`config.mk`:
```
export PLATFORM = sky130hd
export DESIGN_NAME = instr_fetch_unit
export DESIGN_NICKNAME = d
export VERILOG_FILES = /design/src/rtl/instr_fetch_unit.sv
export SDC_FILE = /design/constraint.sdc
export NUM_CORES = 1
export LEC_CHECK = 0
export BUFFER_PORTS_ARGS = -buffer_cell sky130_fd_sc_hd__buf_2
export CAP_MARGIN = 20
export CORE_MARGIN = 3
export CORE_UTILIZATION = 51
export DETAILED_ROUTE_END_ITERATION = 6
export GPL_ROUTABILITY_DRIVEN = 0
export PLACE_DENSITY_LB_ADDON = 0.3
export SLEW_MARGIN = 40
export SYNTH_ARGS = -nofsm -noshare
export SYNTH_HDL_FRONTEND = slang
export SYNTH_SLANG_ARGS = --single-unit
```
`constraint.sdc`:
```
create_clock -name clk -period 2.1 [get_ports clk]
set_input_delay 0.525 -clock clk [delete_from_list [all_inputs] [get_ports clk]]
set_output_delay 0.525 -clock clk [all_outputs]
set_load 0.02 [all_outputs]
```
`src/rtl/instr_fetch_unit.sv`:
```
// Instruction fetch sequencer: edge-triggered fetch from a synchronous instruction
// memory into the IR, with PC advance, jumps and a sticky halt.
module instr_fetch_unit #(
    parameter int ADDR_W  = 8,
    parameter int INSTR_W = 24
) (
    input  logic               clk,
    input  logic               rst,
    input  logic               fetch,
    input  logic               jump,
    input  logic [ADDR_W-1:0]  jump_addr,
    input  logic               end_process,
    output logic [ADDR_W-1:0]  imem_addr,
    output logic               imem_rd,
    input  logic [INSTR_W-1:0] imem_rdata,
    output logic [5:0]         instruction_opcode,
    output logic [INSTR_W-7:0] operand,
    output logic               ir_valid,
    output logic               halted,
    output logic [15:0]        fetch_count
);

    typedef enum logic [1:0] {
        IDLE = 2'd0,
        READ = 2'd1,
        LOAD = 2'd2,
        HALT = 2'd3
    } state_t;

    localparam logic [ADDR_W-1:0] PC_ONE = 1;

    state_t              state;
    state_t              state_next;
    logic [ADDR_W-1:0]   pc;
    logic [ADDR_W-1:0]   jump_addr_pend;
    logic                jump_pend;
    logic                fetch_q;
    logic                fetch_edge;
    logic [INSTR_W-1:0]  ir;

    assign fetch_edge         = fetch & ~fetch_q;
    assign imem_addr          = pc;
    assign imem_rd            = (state == READ);
    assign instruction_opcode = ir[INSTR_W-1:INSTR_W-6];
    assign operand            = ir[INSTR_W-7:0];

    always_ff @(posedge clk or negedge rst) begin
        if (!rst) begin
            state <= IDLE;
        end else begin
            state <= state_next;
        end
    end

    // end_process wins over every other transition, so a LOAD in flight never completes
    always_comb begin
        state_next = state;
        if (end_process) begin
            state_next = HALT;
        end else begin
            case (state)
                IDLE:    if (fetch_edge) state_next = READ;
                READ:    state_next = LOAD;
                LOAD:    state_next = IDLE;
                HALT:    state_next = HALT;
                default: state_next = IDLE;
            endcase
        end
    end

    always_ff @(posedge clk or negedge rst) begin
        if (!rst) begin
            pc             <= '0;
            ir             <= '0;
            ir_valid       <= 1'b0;
            halted         <= 1'b0;
            fetch_count    <= 16'd0;
            fetch_q        <= 1'b0;
            jump_pend      <= 1'b0;
            jump_addr_pend <= '0;
        end else begin
            fetch_q <= fetch;
            halted  <= (state_next == HALT);
            if (!end_process) begin
                case (state)
                    IDLE: begin
                        if (jump) pc <= jump_addr;
                    end
                    READ: begin
                        if (jump) begin
                            jump_pend      <= 1'b1;
                            jump_addr_pend <= jump_addr;
                        end
                    end
                    LOAD: begin
                        ir       <= imem_rdata;
                        ir_valid <= 1'b1;
                        if (fetch_count != 16'hFFFF) fetch_count <= fetch_count + 16'd1;
                        // a jump arriving in LOAD itself is newer than any pending one
                        if (jump)           pc <= jump_addr;
                        else if (jump_pend) pc <= jump_addr_pend;
                        else                pc <= pc + PC_ONE;
                        jump_pend <= 1'b0;
                    end
                    default: ;
                endcase
            end
        end
    end

endmodule

```
Word level (Yosys, flattened, before mapping). Index checks and enable logic that the tools add are counted.

Add/sub/neg operators: 2. Eq/ne operators: 7. Mux-type cells: 9. Bitwise gates (word level): 3. Reductions and logical operators: 8.

Operators by type and width (count): 8-bit two-way mux (3); 16-bit by 1-bit adder with 16-bit output (second input constant) (1); 16-bit != test (second input constant) (1); 8-bit case mux with 2 select lines (1); 3-bit AND reduction (4); 8-bit by 1-bit adder with 8-bit output (second input constant) (1); 2-bit case mux with 4 select lines (1); 2-bit == test (second input constant) (3); 2-bit two-way mux (2); 2-bit != test (second input constant) (2); 2-bit nonzero test (2); 2-bit by 1-bit == test with 1-bit output (second input constant) (1); 2-bit zero test (1); 1-bit NOT (2); 1-bit case mux with 2 select lines (1); 2-bit AND reduction (1); 1-bit bitwise AND (1); 1-bit two-way mux (1).

Bits in registers: 62. Bits of input ports: 37. Output and inout bits: 51.

Depth between registers and ports, before layout. Gate-level depths: netlist of run 1.

Depth in word-level cells: 6. Mapped depth: 7. Mapped depth without buffers: 5.

Worst setup path before layout of run 1. OpenSTA, ideal clock, no wires.

Path kind: register to register. From: register state[0]. To: register jump_addr_pend[1]. Library setup time: 0.125 ns. Arrival time: 1.584 ns. Required time: 1.975 ns. Path slack: 0.391 ns. Stages on the path, launching flop included: 6. Period minus slack after synthesis: 1.709 ns. Path through: dfrtp_1 > buf_2 > nor2b_1 > and3b_1 > buf_2 > mux2_2.

Longest elaborated chain between the ends: 2.

Ends and longest elaborated chain: from (decl) (RTL line 32) `state_t state;`; from (signal assigned) (RTL line 51) `state <= state_next;`; 2-bit by 1-bit == test with 1-bit output; named net imem_rd (RTL line 14) `output logic imem_rd,`; 3-bit AND reduction (no line); to (signal assigned) (RTL line 92) `jump_addr_pend <= jump_addr;`; to (decl) (RTL line 35) `logic [ADDR_W-1:0] jump_addr_pend;`.

The timed path passes the listed nets, and every way through them passes these cells. A chain may end at the register's enable or synchronous reset.

Worst setup path after layout of run 1.
From: register state[0]. To: output imem_rd.

Longest elaborated chain between the ends: 1.

Ends and longest elaborated chain: 2-bit by 1-bit == test with 1-bit output (RTL line 43) `assign imem_rd = (state == READ);`; to (decl) (RTL line 14).

No other way between the ends.

==> metrics.md, run 1 <==
| Metric | Value |
|---|---|
| Total grt overflow | `0` |
| Setup bufs post-CTS | `0` |
| Synth top area share | `55.0%` |
| Die Width | `80.4 µm` |
| Post_cts resized | `0` |
| Netlist cell types | `46` |
| Fin Clk Skew | `0.00503 ns` |
| Max-cap violations | `0` |
| CTS Root Cell | `clkbuf_8` |
| Die extent in y | `80.4 µm` |
| First-pass DRT Iterations | `4` |
| First-pass GRT wire length | `10700 µm` |
| Core Footprint | `5240 µm²` |
| Clock latency on the worst-skew pair | `0.33 ns` |
| Total track usage | `21.8%` |
| Clock-pin slew on the worst setup and hold paths | `0.07 ns` |
| LEAKAGE | `1.87 nW` |
| Post-Syn Area | `2820 µm²` |
| Worst reg2reg path startpoint | `state[0]` |
| Cell count after synthesis | `237` |
| Top post-synthesis cells by area | `dfrtp_1 (55%), mux2_1 (7.2%), mux2_2 (6.4%)` |
| Syn Nets | `276` |
| Tcrit/Tclk final | `84.8%` |
| Worst R2R Setup Slack | `0.40 ns` |
| Area delta synth->final | `26.7%` |
| Ys flop type | `dfrtp_1` |
| Via-to-Cell Ratio | `5.46` |
| Max H-tree Level | `3` |
| Total power | `3.10 mW` |
| Vias in the first global route | `2244` |
| Pin count of the biggest net entering global routing | `43` |
| Commonest non-fill, non-tap cell in the layout | `buf_2` |
| # nets final | `373` |
| Post-route setup TNS | `0 ns` |
| Outcome | `completed` |
| Initial Utilization | `53.9%` |
| Final ANT Viol Nets | `0` |
| Yosys warns | `0` |
| Clk buf depth | `2` |
| DP HPWL | `4540 µm` |
| CP Data Required Time | `1.57 ns` |
| Minimum clock period | `1.78 ns` |
| Syn avg cell area | `11.9 µm²` |
| Share of layout cells above drive strength 1 | `39.8%` |
| Hold Crit Class | `in -> async` |
| Unrepaired setup endpoints after global routing | `false` |
| Slew HR | `54.0%` |
| N_diodes | `0` |
| WP data arrival | `1.26 ns` |
| Flip-flop and latch count after synthesis | `62` |
| Wirelength per Cell | `15.4 µm` |
| Final setup violating endpoints | `0` |
| Startpoint Class | `flop` |
| Pins over their slew limit | `0` |
| CTS tree | `done` |
| Die footprint | `6460 µm²` |
| CTS Buf Count | `9` |
| CP Capture Type | `output pin` |
| # DRC | `0` |
| Worst setup path class | `reg -> out` |
| Sequential element share of the synthesized area | `55.0%` |
| IO buf count | `87` |
| Antenna violations before repair | `0` |
| Vias | `2235` |
| Post-CTS Hold Fix Bufs | `0` |
| Largest area contributor in the netlist | `dfrtp_1` |
| Fillers | `409` |
| FP Rows | `26` |
| Critical Path Fanout Max | `9` |
| Worst slew pin tran | `0.685 ns` |
| Final WL | `6290 µm` |
| Pwr dens | `868 nW/µm²` |
| Achievable Freq | `561 MHz` |
| Initial drt markers | `133` |
| Highest ir drop seen on vdd | `0.000576 V` |
| Clock sink total | `62` |
| IO Count | `88` |
| Crit path launch | `state[0]` |
| Most frequent cells in the layout | `buf_2 (87), dfrtp_1 (62), mux2_1 (18)` |
| Async set or reset register ratio after synthesis | `100%` |
| EDFF count, synth | `0` |
| Hold Violations, Final | `0` |
[final timing paths]
path,to,depth (start not counted)
min in group clk,fetch_q,1
worst min-delay path,ir[18],1
worst max register to register,jump_addr_pend[5],3
max in group asynchronous,jump_addr_pend[7],2
worst min register to register,ir_valid,1
worst max-delay path,imem_rd,2
[state kept, by name, summed over array words and instances (netlist names)]
| register | count |
|---|---|
| jump_addr_pend | 8 |
| halted | 1 |
| jump_pend | 1 |
| state | 2 |
| fetch_q | 1 |
| fetch_count | 16 |
| ir_valid | 1 |
| ir | 24 |
| imem_addr | 8 |
[cells in the mapped netlist, types with 2 or more instances]
cell / instances
a211oi_1: 3
a21oi_1: 14
buf_2: 6
and3_1: 4
a31oi_1: 2
clkbuf_1: 3
nand2_1: 13
xor2_1: 11
nand4_1: 5
nor4_1: 4
xnor2_1: 4
o21ai_1: 3
a21o_1: 2
nor2_1: 8
a21boi_1: 2
nor3_1: 2
mux2_2: 16
nand2b_1: 3
ha_1: 2
or2_2: 2
mux2_1: 18
nand3_1: 10
o21ai_0: 10
dfrtp_1: 62
inv_1: 4
o211ai_1: 3
mux2i_1: 2
[where the power goes]
group          internal (mW)  switching [mW]
logic                  0.240           0.345
registers               1.35           0.125
clock network          0.551           0.490
total                   2.14           0.960
[cell families (layout without fill, tap and decap cells)]
group           after synthesis  in the layout  synth area share (%)
compound gates               42             42                  8.82
xor+xnor                     15             15                  4.66
fa+ha+maj                     2              2                 0.887
buf+inv                      14            116                  2.26
flops                        62             62                  55.0
mux                          36             36                  14.3
simple gates                 66             66                  14.1
[critical path, cell delays in order, from the launching register on]
cell and delay, ns:
dfrtp_1 0.55, nor2b_1 0.20, buf_2 0.18
[layout make-up]
class	count	area, µm²	share of cell area (%)
clock inverter	7	73.8	2.07
clock buffer	9	124	3.47
tap	70	87.6	2.45
timing repair buffer	96	515	14.4
inverter	4	15.0	0.420
sequential	62	1550	43.4
multi-input combinational	161	1210	33.8
[per-layer routing]
layer  up-vias  global-route usage (%)  wire length [µm]
met5         -                       0                 0
met4         0                    9.29               114
met3        14                    5.72               421
met2        88                    34.3              3030
met1      1078                    28.4              2720
li1       1055                       -                 -
[metrics by stage]
step	instance area, µm²	std cells	util (%)	setup slack (ns)	hold slack (ns)
6_report	3570	409	68.2	0.319	0.149
4_1_cts	3560	407	67.9	0.242	0.148
3_3_place_gp	3360	391	64.2	0.191	0.463
2_1_floorplan	2820	237	-	0.391	0.229
3_5_place_dp	3360	391	64.2	0.123	0.472
5_1_grt	3570	409	68.2	0.227	0.170
Power figures use the tool's default switching activity.
==> inputs of run 2 (changes only) <==
==> constraint.sdc (replaced) <==
create_clock -name clk -period 1.8 [get_ports clk]
set_input_delay 0.45 -clock clk [delete_from_list [all_inputs] [get_ports clk]]
set_output_delay 0.45 -clock clk [all_outputs]
set_load 0.02 [all_outputs]
==> run 2 against run 1 <==
Net effect: worst hold slack got worse by 0.14 ns; combinational power increased by 21%; design area up 2.3%; sequential power grew 16%; utilization grew 1.6 points; critical path depth rose by 4; wire length is 1.2% lower; critical endpoint is now fetch_count[3]; largest cell class unchanged; clock power increased by 36%; clock skew barely moved.
==> metrics.md, run 2 (synthesis results as in run 1) <==
| Metric | Value |
|---|---|
| Outcome | `completed` |
| First-pass GRT wire length | `10000 µm (-5.8%)` |
| Post-route setup TNS | `0 ns (unchanged)` |
| Unrepaired setup endpoints after global routing | `false` |
| Fin Clk Skew | `0.00520 ns (+0.000167 ns)` |
| DP HPWL | `4400 µm (-3.0%)` |
| Clk buf depth | `2 (unchanged)` |
| Clock-pin slew on the worst setup and hold paths | `0.07 ns (about the same)` |
| Die footprint | `6460 µm² (unchanged)` |
| # nets final | `376 (+0.80%)` |
| Antenna violations before repair | `0 (unchanged)` |
| Startpoint Class | `flop` |
| CP Capture Type | `flop` |
| Pins over their slew limit | `0 (unchanged)` |
| CTS Root Cell | `clkbuf_8` |
| Biggest regs | `ir (24), fetch_count (16)` |
| Slew HR | `53.2% (-0.86 points)` |
| Placed instance count | `394 (+0.77%)` |
| WP data arrival | `1.91 ns (+0.65 ns)` |
| Minimum clock period | `1.65 ns` |
| Worst slew pin tran | `0.698 ns (+0.0128 ns)` |
| Worst setup path class | `reg -> reg` |
| Max H-tree Level | `3 (unchanged)` |
| Via-to-Cell Ratio | `5.41 (-0.95%)` |
| Post-CTS Hold Fix Bufs | `0 (unchanged)` |
| Total grt overflow | `0 (unchanged)` |
| Worst R2R Setup Slack | `0.15 ns (-0.25 ns)` |
| Worst Reg-to-Reg Cells | `6 (+3)` |
| IO buf count | `87 (unchanged)` |
| Non-filler instance count after layout | `412 (+0.73%)` |
| Worst reg2reg path startpoint | `state[1]` |
| Critical Path Stages | `6 (+4)` |
| Max stage delay on crit path | `0.48 ns (-0.07 ns)` |
| Critical Path Fanout Max | `29 (+20)` |
| Hold Violations, Final | `0 (unchanged)` |
| # DRC | `0 (unchanged)` |
| LEAKAGE | `1.90 nW (+1.9%)` |
| Clock latency on the worst-skew pair | `0.34 ns (about the same)` |
| Share of layout cells above drive strength 1 | `40.6% (+0.82 points)` |
| First-pass DRT Iterations | `4 (unchanged)` |
| Crit path to | `fetch_count[3]` |
| Commonest non-fill, non-tap cell in the layout | `buf_2` |
| Pin count of the biggest net entering global routing | `48 (+12%)` |
| Crit path buffers/inverters | `2 (+1)` |
| Total track usage | `20.8% (-1.0 points)` |
| Highest ir drop seen on vdd | `0.000967 V (+68%)` |
| CP top delay family | `flip-flops` |
| Vias in the first global route | `2104 (-6.2%)` |
| FP Rows | `26 (unchanged)` |
| Worst-path cell chain | `nor3b_4, buf_4, buf_12, nand4_1, a21oi_1, xor2_1` |
| N_diodes | `0 (unchanged)` |
| CTS tree | `done` |
| CTS Buf Count | `9 (unchanged)` |
| Max reg flops | `24 (unchanged)` |
| CP Data Required Time | `2.06 ns (+0.49 ns)` |
| Core Footprint | `5240 µm² (unchanged)` |
| Wirelength per Cell | `15.1 µm (-2.0%)` |
| Initial drt markers | `75 (-44%)` |
| Largest reg by FF count | `ir` |
| Die extent in y | `80.4 µm (unchanged)` |
| Vias | `2230 (-0.22%)` |
| Crit path launch | `state[1]` |
| IO Count | `88 (unchanged)` |
| Final WL | `6210 µm (-1.2%)` |
| FF/Latch Area | `1550 µm² (about the same)` |
| Tcrit/Tclk final | `91.5%` |
| Multi-input logic area | `1210 µm² (unchanged)` |
| Fillers | `383 (-6.4%)` |
| Area delta synth->final | `29.6%` |
| Pwr dens | `1050 nW/µm² (+21%)` |
| CP max-delay cell | `dfrtp_1` |
| Final setup violating endpoints | `0 (unchanged)` |
| Max-cap violations | `0 (unchanged)` |
| Final ANT Viol Nets | `0 (unchanged)` |
| Most frequent cells in the layout | `buf_2 (87), dfrtp_1 (61), mux2_1 (18)` |
| Initial Utilization | `53.9% (unchanged)` |
| Clock sink total | `62 (unchanged)` |
| Hold Crit Class | `in -> async` |
| Worst r2r dst | `fetch_count[3]` |
| Die Width | `80.4 µm (unchanged)` |
| Achievable Freq | `607 MHz` |
## run 2: how the worst min path moves through the flow
| stage | to | slack (ns) | from | depth (start not counted) |
|---|---|---|---|---|
| after floorplan | fetch_count[0] | 0.15 | rst | 0 |
| after global placement | ir[18] | 0.39 | rst | 1 |
| after detailed placement | ir[18] | 0.38 | rst | 1 |
| after CTS | ir[18] | 0.01 | rst | 1 |
| after global routing | ir[18] | 0.02 | rst | 1 |
| final | ir[18] | 0.01 | rst | 1 |
## run 2: per-stage QoR
stage / instance area (µm²) / power [mW] / util (%) / worst slack [ns] / hold slack (ns)
final: 3660 / 3.82 / 69.8 / 0.153 / 0.0101
after CTS: 3640 / 3.86 / 69.5 / 0.0577 / 0.0132
after detailed placement: 3410 / 2.45 / 65.1 / 0.00672 / 0.384
after floorplan: 2820 / 2.12 / - / 0.0915 / 0.154
after global placement: 3410 / 2.42 / 65.1 / 0.0630 / 0.387
after global routing: 3660 / 4.01 / 69.8 / 0.0210 / 0.0180
## run 2: final cells by class
type                            count  area share (%)
Sequential cell                    62            42.5
Multi-Input combinational cell    161            33.0
Timing Repair Buffer               99            15.4
Clock buffer                       11            4.14
Tap cell                           70            2.39
Clock inverter                      5            2.22
Inverter                            4           0.411
## run 2: metal layers
metal	vias up	part of all wire (%)	GRT usage (%)
met5	-	0	0
met4	0	1.3	7.77
met3	10	6.8	5.94
met2	77	49	34.2
met1	1078	43	25.9
li1	1065	-	-
## run 2: what timing repair did
item,in CTS,in global routing
endpoints found under the hold margin,0,0
gates resized for setup,0,1
endpoints found under the setup margin,0,8
setup buffers,0,2
## run 2: power by group
part	leakage, nW	switching [mW]	internal [mW]
Sequential	0.797	0.134	1.57
Combinational	0.991	0.418	0.291
Clock	0.116	0.552	0.855
==> inputs of run 3 (changes only) <==
--- a/config.mk
+++ b/config.mk
@@ -8,7 +8,7 @@
 export BUFFER_PORTS_ARGS = -buffer_cell sky130_fd_sc_hd__buf_2
 export CAP_MARGIN = 20
 export CORE_MARGIN = 3
-export CORE_UTILIZATION = 51
+export CORE_UTILIZATION = 34
 export DETAILED_ROUTE_END_ITERATION = 6
 export GPL_ROUTABILITY_DRIVEN = 0
 export PLACE_DENSITY_LB_ADDON = 0.3
==> run 3 against run 2 <==
Net effect: setup slack got worse by 0.0036 ns; critical path type is now reg -> out; sequential power about the same; flip-flop and latch count unchanged.
==> metrics.md, run 3 (synthesis results as in run 1) <==
| Metric | Value |
|---|---|
| Worst-path cell chain | `nor2b_1, buf_2` |
| Max reg flops | `24 (unchanged)` |
| Multi-input logic area | `1210 µm² (unchanged)` |
| Total track usage | `14.0% (-6.7 points)` |
| N_diodes | `0 (unchanged)` |
| Highest ir drop seen on vdd | `0.000499 V (-48%)` |
| LEAKAGE | `1.91 nW (about the same)` |
| Vias in the first global route | `2197 (+4.4%)` |
| Crit path buffers/inverters | `1 (-1)` |
| CP top delay family | `flip-flops` |
| IO buf count | `87 (unchanged)` |
| Most frequent cells in the layout | `buf_2 (87), dfrtp_1 (62), mux2_1 (18)` |
| Area delta synth->final | `31.3%` |
| # DRC | `0 (unchanged)` |
| Via-to-Cell Ratio | `4.95 (-8.6%)` |
| Post-CTS Hold Fix Bufs | `0 (unchanged)` |
| Share of layout cells above drive strength 1 | `40.5% (-0.12 points)` |
| CP Capture Type | `output pin` |
| Startpoint Class | `flop` |
| Post_cts resized | `0 (unchanged)` |
| Total grt overflow | `0 (unchanged)` |
| Biggest regs | `ir (24), fetch_count (16)` |
| Vias | `2202 (-1.3%)` |
| CTS Buf Count | `9 (unchanged)` |
| Metal-1 WL | `2830 µm (+6.7%)` |
| DP HPWL | `4380 µm (-0.59%)` |
| Clock latency on the worst-skew pair | `0.34 ns (about the same)` |
| Worst Reg-to-Reg Cells | `5 (-1)` |
| Core Footprint | `7890 µm² (+51%)` |
| Achievable Freq | `606 MHz (-0.22%)` |
| Wirelength per Cell | `13.9 µm (-7.7%)` |
| First-pass DRT Iterations | `4 (unchanged)` |
| Pin count of the biggest net entering global routing | `63 (+31%)` |
| Cell area after layout | `3700 µm² (+1.3%)` |
| Minimum clock period | `1.65 ns (+0.00358 ns)` |
| Placed Area | `3450 µm² (+1.2%)` |
| Wire length on met2 | `2910 µm (-4.5%)` |
| Max-cap violations | `0 (unchanged)` |
| CTS tree | `done` |
| Critical Path Stages | `2 (-4)` |
| Fin Clk Skew | `0.0128 ns (+0.00759 ns)` |
| Top Layer Used | `met4` |
| Die Width | `97.1 µm (+21%)` |
| Pwr dens | `1050 nW/µm² (+0.55%)` |
| Slew HR | `53.3% (+0.20 points)` |
| Fillers | `744 (+94%)` |
| Final WS setup | `0.149 ns (-0.00358 ns)` |
| CP max-delay cell | `dfrtp_1` |
| Largest reg by FF count | `ir` |
| Final setup violating endpoints | `0 (unchanged)` |
| Worst slew pin tran | `0.695 ns (-0.00293 ns)` |
| Critical Path Fanout Max | `7 (-76%)` |
| Tcrit/Tclk final | `91.7% (+0.20 points)` |
| Clk buf depth | `2 (unchanged)` |
| Die footprint | `9430 µm² (+46%)` |
| Unrepaired setup endpoints after global routing | `false` |
| Hold Violations, Final | `0 (unchanged)` |
| Worst setup path class | `reg -> out` |
| First-pass GRT wire length | `10800 µm (+7.9%)` |
| Antenna violations before repair | `0 (unchanged)` |
| IO Count | `88 (unchanged)` |
| FF/Latch Area | `1550 µm² (about the same)` |
| Pins over their slew limit | `0 (unchanged)` |
| Outcome | `completed` |
| Clock-pin slew on the worst setup and hold paths | `0.08 ns (about the same)` |
| Initial Utilization | `35.8% (-18 points)` |
| Placed instance count | `428 (+8.6%)` |
| WP data arrival | `1.20 ns (-0.71 ns)` |
| Die extent in y | `97.1 µm (+21%)` |
| Commonest non-fill, non-tap cell in the layout | `buf_2` |
| Post-route setup TNS | `0 ns (unchanged)` |
| Total power | `3.90 mW (+1.9%)` |
| CTS Root Cell | `clkbuf_8` |
| Max H-tree Level | `3 (unchanged)` |
| Setup WS pre-CTS | `0.0255 ns (+0.0188 ns)` |
| CP Data Required Time | `1.35 ns (-0.71 ns)` |
| Final WL | `6190 µm (-0.35%)` |
| Initial drt markers | `34 (-55%)` |
| FP Rows | `32 (+23%)` |
| Setup bufs post-CTS | `0 (unchanged)` |
| Max stage delay on crit path | `0.49 ns (about the same)` |
| # nets final | `377 (+0.27%)` |
| Met3 WL | `364 µm (-14%)` |
| Clock sink total | `62 (unchanged)` |
| Hold Crit Class | `in -> async` |
| Final ANT Viol Nets | `0 (unchanged)` |
| Non-filler instance count after layout | `445 (+8.0%)` |
-- run 3: cell types whose count changed in the layout (fill, tap and decap cells not counted) --
cell and change:
buf_12 -1, buf_4 +2, bufinv_16 +1, clkbuf_8 -2, clkinv_2 -1, clkinv_4 +1
clkinvlp_4 +1, dfrtp_1 +1, dfrtp_2 -1
-- run 3: through the flow --
stage / hold WS [ns] / util [%]
finish: 0.113 / 47.0
CTS: 0.115 / 46.9
floorplan: 0.154 / -
global route: 0.134 / 47.0
detailed placement: 0.454 / 43.8
global placement: 0.446 / 43.8
-- run 3: where the power goes --
| group | internal [mW] | leakage [nW] | switching [mW] | total [mW] |
|---|---|---|---|---|
| Clock | 0.924 | 0.116 | 0.575 | 1.50 |
| Sequential | 1.57 | 0.797 | 0.144 | 1.72 |
| Combinational | 0.281 | 0.992 | 0.398 | 0.679 |
-- run 3: layout make-up --
cell class	instances	area share (%)
timing repair buffer	100	15.1
sequential	62	41.9
clock buffer	9	3.34
inverter	4	0.405
multi-input combinational	161	32.6
clock inverter	7	3.31
tap	102	3.44
-- run 3: layer usage --
| layer | vias up | track usage (%) |
|---|---|---|
| li1 | 1060 | - |
| met1 | 1068 | 17.9 |
| met2 | 64 | 22.7 |
| met3 | 10 | 4.24 |
| met4 | 0 | 4.86 |
| met5 | - | 0 |
-- run 3: final timing paths --
kind,to,slack [ns],start
setup / recovery,imem_rd,0.15,state[0]
hold / removal,ir[7],0.11,rst
setup reg to reg,fetch_count[1],0.17,fetch_count[0]
hold reg to reg,ir_valid,0.47,ir_valid
max in group asynchronous,fetch_q,1.40,rst
min in group clk,fetch_q,0.24,fetch
